[src/rtl/maze_path_player.sv]
// Path stack for the rat-in-maze solver with in-order replay.
// Moves are streamed on a valid/ready handshake while (row, col) is tracked.
module maze_path_player #(
    parameter int DEPTH   = 256,
    parameter int PTR_W   = 8,
    parameter int COORD_W = 4
) (
    input  logic               clk,
    input  logic               rst,
    input  logic               push,
    input  logic [1:0]         wr_dir,
    input  logic               pop,
    input  logic               run,
    input  logic               mv_ready,
    output logic               mv_valid,
    output logic [1:0]         mv_dir,
    output logic [COORD_W-1:0] row,
    output logic [COORD_W-1:0] col,
    output logic [PTR_W:0]     depth,
    output logic               full,
    output logic               empty,
    output logic               busy,
    output logic               play_done
);

    typedef enum logic [1:0] {
        IDLE,
        PLAY,
        DONE
    } state_t;

    localparam logic [PTR_W:0] FULL_CNT = (PTR_W+1)'(DEPTH);

    logic [1:0] mem [DEPTH];

    state_t             state_q, state_d;
    logic [PTR_W:0]     top_q, top_d;
    logic [PTR_W-1:0]   rd_ptr_q, rd_ptr_d;
    logic [COORD_W-1:0] row_q, row_d;
    logic [COORD_W-1:0] col_q, col_d;
    logic               mv_valid_q, mv_valid_d;
    logic [1:0]         mv_dir_q, mv_dir_d;
    logic               done_q, done_d;

    logic               wr_en;
    logic [PTR_W-1:0]   wr_addr;
    logic [PTR_W:0]     tm1;
    logic [PTR_W-1:0]   rd_nxt;
    logic               is_full, is_empty, hs, last;

    always_comb begin
        is_full    = (top_q == FULL_CNT);
        is_empty   = (top_q == '0);
        tm1        = top_q - 1'b1;
        rd_nxt     = rd_ptr_q + 1'b1;
        hs         = mv_valid_q & mv_ready;
        last       = ({1'b0, rd_ptr_q} == tm1);
        state_d    = state_q;
        top_d      = top_q;
        rd_ptr_d   = rd_ptr_q;
        row_d      = row_q;
        col_d      = col_q;
        mv_valid_d = mv_valid_q;
        mv_dir_d   = mv_dir_q;
        done_d     = 1'b0;
        wr_en      = 1'b0;
        wr_addr    = top_q[PTR_W-1:0];
        unique case (state_q)
            IDLE: begin
                // Simultaneous push+pop on a non-empty stack rewrites the top.
                if (push && pop && !is_empty) begin
                    wr_en   = 1'b1;
                    wr_addr = tm1[PTR_W-1:0];
                end else if (push && !is_full) begin
                    wr_en = 1'b1;
                    top_d = top_q + 1'b1;
                end else if (pop && !is_empty) begin
                    top_d = tm1;
                end
                if (run) begin
                    if (!is_empty) begin
                        state_d    = PLAY;
                        rd_ptr_d   = '0;
                        row_d      = '0;
                        col_d      = '0;
                        mv_valid_d = 1'b1;
                        mv_dir_d   = mem[0];
                    end else begin
                        done_d = 1'b1;
                    end
                end
            end
            PLAY: begin
                if (hs) begin
                    unique case (mv_dir_q)
                        2'd0: row_d = row_q - 1'b1;
                        2'd1: col_d = col_q + 1'b1;
                        2'd2: col_d = col_q - 1'b1;
                        2'd3: row_d = row_q + 1'b1;
                    endcase
                    if (last) begin
                        state_d    = DONE;
                        mv_valid_d = 1'b0;
                        done_d     = 1'b1;
                    end else begin
                        rd_ptr_d = rd_nxt;
                        mv_dir_d = mem[rd_nxt];
                    end
                end
            end
            DONE: begin
                if (!run) begin
                    state_d = IDLE;
                end
            end
            default: state_d = IDLE;
        endcase
    end

    always_ff @(posedge clk) begin
        if (rst) begin
            state_q    <= IDLE;
            top_q      <= '0;
            rd_ptr_q   <= '0;
            row_q      <= '0;
            col_q      <= '0;
            mv_valid_q <= 1'b0;
            mv_dir_q   <= 2'd0;
            done_q     <= 1'b0;
        end else begin
            state_q    <= state_d;
            top_q      <= top_d;
            rd_ptr_q   <= rd_ptr_d;
            row_q      <= row_d;
            col_q      <= col_d;
            mv_valid_q <= mv_valid_d;
            mv_dir_q   <= mv_dir_d;
            done_q     <= done_d;
        end
    end

    always_ff @(posedge clk) begin
        if (wr_en) begin
            mem[wr_addr] <= wr_dir;
        end
    end

    assign mv_valid  = mv_valid_q;
    assign mv_dir    = mv_dir_q;
    assign row       = row_q;
    assign col       = col_q;
    assign depth     = top_q;
    assign full      = is_full;
    assign empty     = is_empty;
    assign busy      = (state_q == PLAY);
    assign play_done = done_q;

endmodule
[config.mk]
export PLATFORM = sky130hd
export DESIGN_NAME = maze_path_player
export DESIGN_NICKNAME = d
export VERILOG_FILES = /design/src/rtl/maze_path_player.sv
export SDC_FILE = /design/constraint.sdc
export NUM_CORES = 1
export LEC_CHECK = 0
export ABC_AREA = 1
export CORE_MARGIN = 10
export CORE_UTILIZATION = 40
export CTS_CLUSTER_SIZE = 40
export DETAILED_ROUTE_END_ITERATION = 8
export GPL_TIMING_DRIVEN = 0
export PLACE_DENSITY = 0.65
export SETUP_SLACK_MARGIN = 0.05
export SLEW_MARGIN = 40
export SYNTH_ARGS = -nofsm -noshare
export SYNTH_HDL_FRONTEND = slang
export SYNTH_SLANG_ARGS = --single-unit
[constraint.sdc]
create_clock -name clk -period 3.6 [get_ports clk]
set_input_delay 0.54 -clock clk [delete_from_list [all_inputs] [get_ports clk]]
set_output_delay 0.54 -clock clk [all_outputs]
set_load 0.03 [all_outputs]
==> summary.md <==
| Metric | Value |
|---|---|
| Antenna Nets Post-Route | `0` |
| Register area share after synthesis | `about two thirds` |
| Worst slack, placed | `-0.367 ns` |
| WP buf/inv | `2` |
| 1st-pass router iterations | `6` |
| Outcome | `complete, no violations` |
| Pleak | `slightly below 10 nW` |
| Post-synth EDFFs | `roughly 510` |
| Clk sinks | `roughly 540` |
| Mapped Cells | `2,484` |
| Via Count | `between 15,000 and 20,000` |
| Drt via density | `5.64` |
| Setup TNS Final | `0 ns` |
| Pwr dens | `roughly 680 nW/um2` |
| Slew headroom | `40.1%` |
| Syn_nets | `~2,500` |
| Chip width | `around 270 um` |
| Max frequency | `about 280 MHz` |
| N_diodes | `0` |
| Nets | `2,595` |
| H-tree depth | `2` |
| Die ar. | `around 71,000 um2` |
| Post-CTS Setup Inserts | `0` |
| Synth area leader | `edfxtp_1` |
| Critical Path End Type | `flop` |
| GRT Total Usage | `a little under a quarter` |
| Average size of a mapped cell | `9.83 um2` |
| MaxCap Viol Count | `0` |
| Synth cell count leaders | `nand2_1 (551), nor2_1 (545), edfxtp_1 (512)` |
| Final wirelength | `roughly 83,000 um` |
| HP Class | `in2reg` |
| Initial DRC Count | `between 2,000 and 3,000` |
| Ys Warns | `0` |
| Startpoint Class | `flop` |
| Final period util | `about 100%` |
| I/O Pins | `32` |
| Initial antenna violation count | `1` |
| Most common cell in the netlist | `nand2_1` |
| Worst Skew | `0.0232 ns` |
| Worst Tran Pin Value | `0.898 ns` |
| Root buf cell | `clkbuf_16` |
| Final setup margin | `0.0775 ns` |
| Synth area leaders | `edfxtp_1 (63%), nand2_1 (8.5%), nor2_1 (8.4%)` |
| Most used DFF post-synth | `edfxtp_1` |
| First-pass GRT wire length | `approximately 120,000 um` |
| Crit path kind | `reg2reg` |
| Largest net degree at the start of global routing | `between 90 and 100` |
| Layout cells sized above 1 | `8.46%` |
| Vias in the first global route | `18,400` |
| Top cell by count, worst path | `nand3_1` |
| Max Buffers Root-to-Sink | `3` |
| Final hold violations | `0` |
| Final setup viols | `0` |
| Hold Buf Count CTS | `0` |
| TritonCTS Buffers | `56` |
| Yosys reg bits | `around 540` |
| WP data required | `slightly above 4 ns` |
| CTS tree | `yes` |
| Cell family with most CP delay | `simple AND/OR/NAND/NOR gates` |
| Share of the synthesized area in the top cell type | `between 60% and 70%` |
| Clock Latency Late Sink | `0.65 ns` |
| CP cell instances | `ha_1, xor2_1, buf_2, buf_1, nand3_1, nand3_1, nand3_1, nand3_1, nand3_1, nand3_1, nand3_1, nand2_1, a21oi_1` |
| Total gr overflow | `0` |
| Site Rows | `90` |
| Critical path arrival | `approximately 4.0 ns` |
| Final min period | `between 3 and 4 ns` |
| Ys async rst share | `0%` |
| GPL Wtd Cong | `around 0.96` |
| DP HPWL | `between 50,000 and 60,000 um` |
| Drt wl/cell | `~24 um` |
| CTS clk-pin slew, worst paths | `approximately 0.06 ns` |
| DRC | `0` |
| Initial Utilization | `~40%` |
| Crit-path slowest cell | `buf_1` |
| Die height | `267 um` |
| Yosys cell types | `36` |
| I/O Buffers | `31` |
| RSZ-0062 raised after global routing | `true` |
| Core area | `between 60,000 and 70,000 um2` |
| Area delta synth->final | `13.7%` |
| CP Max Fanout | `10` |
| VDD IR-drop max | `slightly above 0.4 mV` |
| Slew Viols, Final | `0` |
| Max stage delay on crit path | `roughly 0.6 ns` |
| Cell Area, Synth | `between 20,000 and 25,000 um2` |
cell type report:
cell class                 instances  area (um2)
fill                            5627       32600
sequential                       543       16000
multi-input combinational       1674        7490
clock buffer                      70        1450
tap                              782         978
buffer                           147         691
inverter                         119         454
timing repair buffer              36         438
clock inverter                    34         274
routing by layer:
metal | vias to the layer above | global-route usage (%) | part of all wire [%]
met5 | - | 0 | 0.016
met4 | 2 | 10.0 | 4.5
met3 | 218 | 4.43 | 11
met2 | 1198 | 36.7 | 46
met1 | 9249 | 29.7 | 38
li1 | 8536 | - | -
worst reg2reg max path, delay by kind of cell (launching register included):
family	cells	cell delay (ns)
AO/OA/AOI/OAI	1	0.07
XOR/XNOR	1	0.34
adder cells (fa/ha/maj)	1	0.29
buffers and inverters	2	1.07
flip-flops	1	0.41
AND/OR/NAND/NOR	8	1.19
state kept, by name, indices dropped and copies added (netlist names):
signal / cells
depth: 9
mv_dir: 2
row: 4
state_q: 2
col: 4
play_done: 1
mem: 512
rd_ptr_q: 8
mv_valid: 1
per-stage QoR:
stage	hold slack (ns)	power, mW	instances	util, %	instance area [um2]
floorplan	0.477	10.8	2484	-	24400
global placement	0.490	13.2	3297	42.6	25700
detailed placement	0.494	13.2	3302	42.9	25900
CTS	0.330	18.7	3406	45.8	27700
global route	0.354	19.6	3405	46.0	27800
finish	0.321	18.9	3405	46.0	27800
repair_timing:
| item | 4_1_cts | 5_1_grt |
|---|---|---|
| gates cloned | 0 | 0 |
| pin swaps | 0 | 0 |
| gates resized for setup | 25 | 42 |
| endpoints found under the setup margin | 155 | 330 |
path summary, 6_finish.rpt:
kind / start / end / depth (start not counted) / slack [ns]
worst min-delay path: wr_dir[1] / mem[84][1]$_DFFE_PP_ / 1 / 0.32
worst min register to register: mv_valid$_SDFFE_PP0P_ / mv_valid$_SDFFE_PP0P_ / 2 / 0.50
worst max-delay path: rd_ptr_q[1]$_SDFFE_PP0P_ / mv_dir[1]$_SDFFE_PP0P_ / 13 / 0.08
worst max register to register: rd_ptr_q[1]$_SDFFE_PP0P_ / mv_dir[1]$_SDFFE_PP0P_ / 13 / 0.08
logic make-up after synthesis:
family,Yosys count,share of synthesized area [%]
xor+xnor,28,1.07
buf+inv,267,4.41
compound gates,195,4.18
flops,543,65.5
simple gates,1441,24.3
fa+ha+maj,10,0.574
layout by cell type (no fill, tap or decap), types with 4 or more instances in the layout:
cell / synthesis / routed
clkdlybuf4s50_1: 0 / 29
nor2_4: 7 / 7
o211ai_1: 4 / 4
nand2_2: 2 / 8
a21oi_1: 35 / 35
buf_16: 0 / 4
buf_2: 41 / 28
nand3_2: 2 / 4
o21ai_0: 142 / 142
nor3_1: 12 / 11
dfxtp_1: 31 / 31
clkbuf_2: 0 / 23
xor2_1: 19 / 17
buf_4: 0 / 13
xnor2_1: 7 / 6
nor2_1: 545 / 540
ha_1: 8 / 8
clkbuf_16: 0 / 56
o21ai_2: 5 / 8
nand4_1: 4 / 4
edfxtp_1: 512 / 512
buf_1: 19 / 15
clkinv_1: 2 / 13
inv_2: 16 / 16
nand3_1: 305 / 300
clkinv_2: 0 / 9
clkinvlp_4: 0 / 5
inv_1: 101 / 101
nor2_2: 7 / 12
clkbuf_1: 85 / 78
nand2_1: 551 / 545
power by group:
| part | switching [mW] | internal (mW) | leakage (nW) | total, mW |
|---|---|---|---|---|
| clock | 2.52 | 3.08 | 0.830 | 5.60 |
| sequential | 0.113 | 7.04 | 4.85 | 7.16 |
| combinational | 4.66 | 1.53 | 4.18 | 6.19 |
| total | 7.30 | 11.7 | 9.86 | 18.9 |
(Power assumes the default switching activity.)
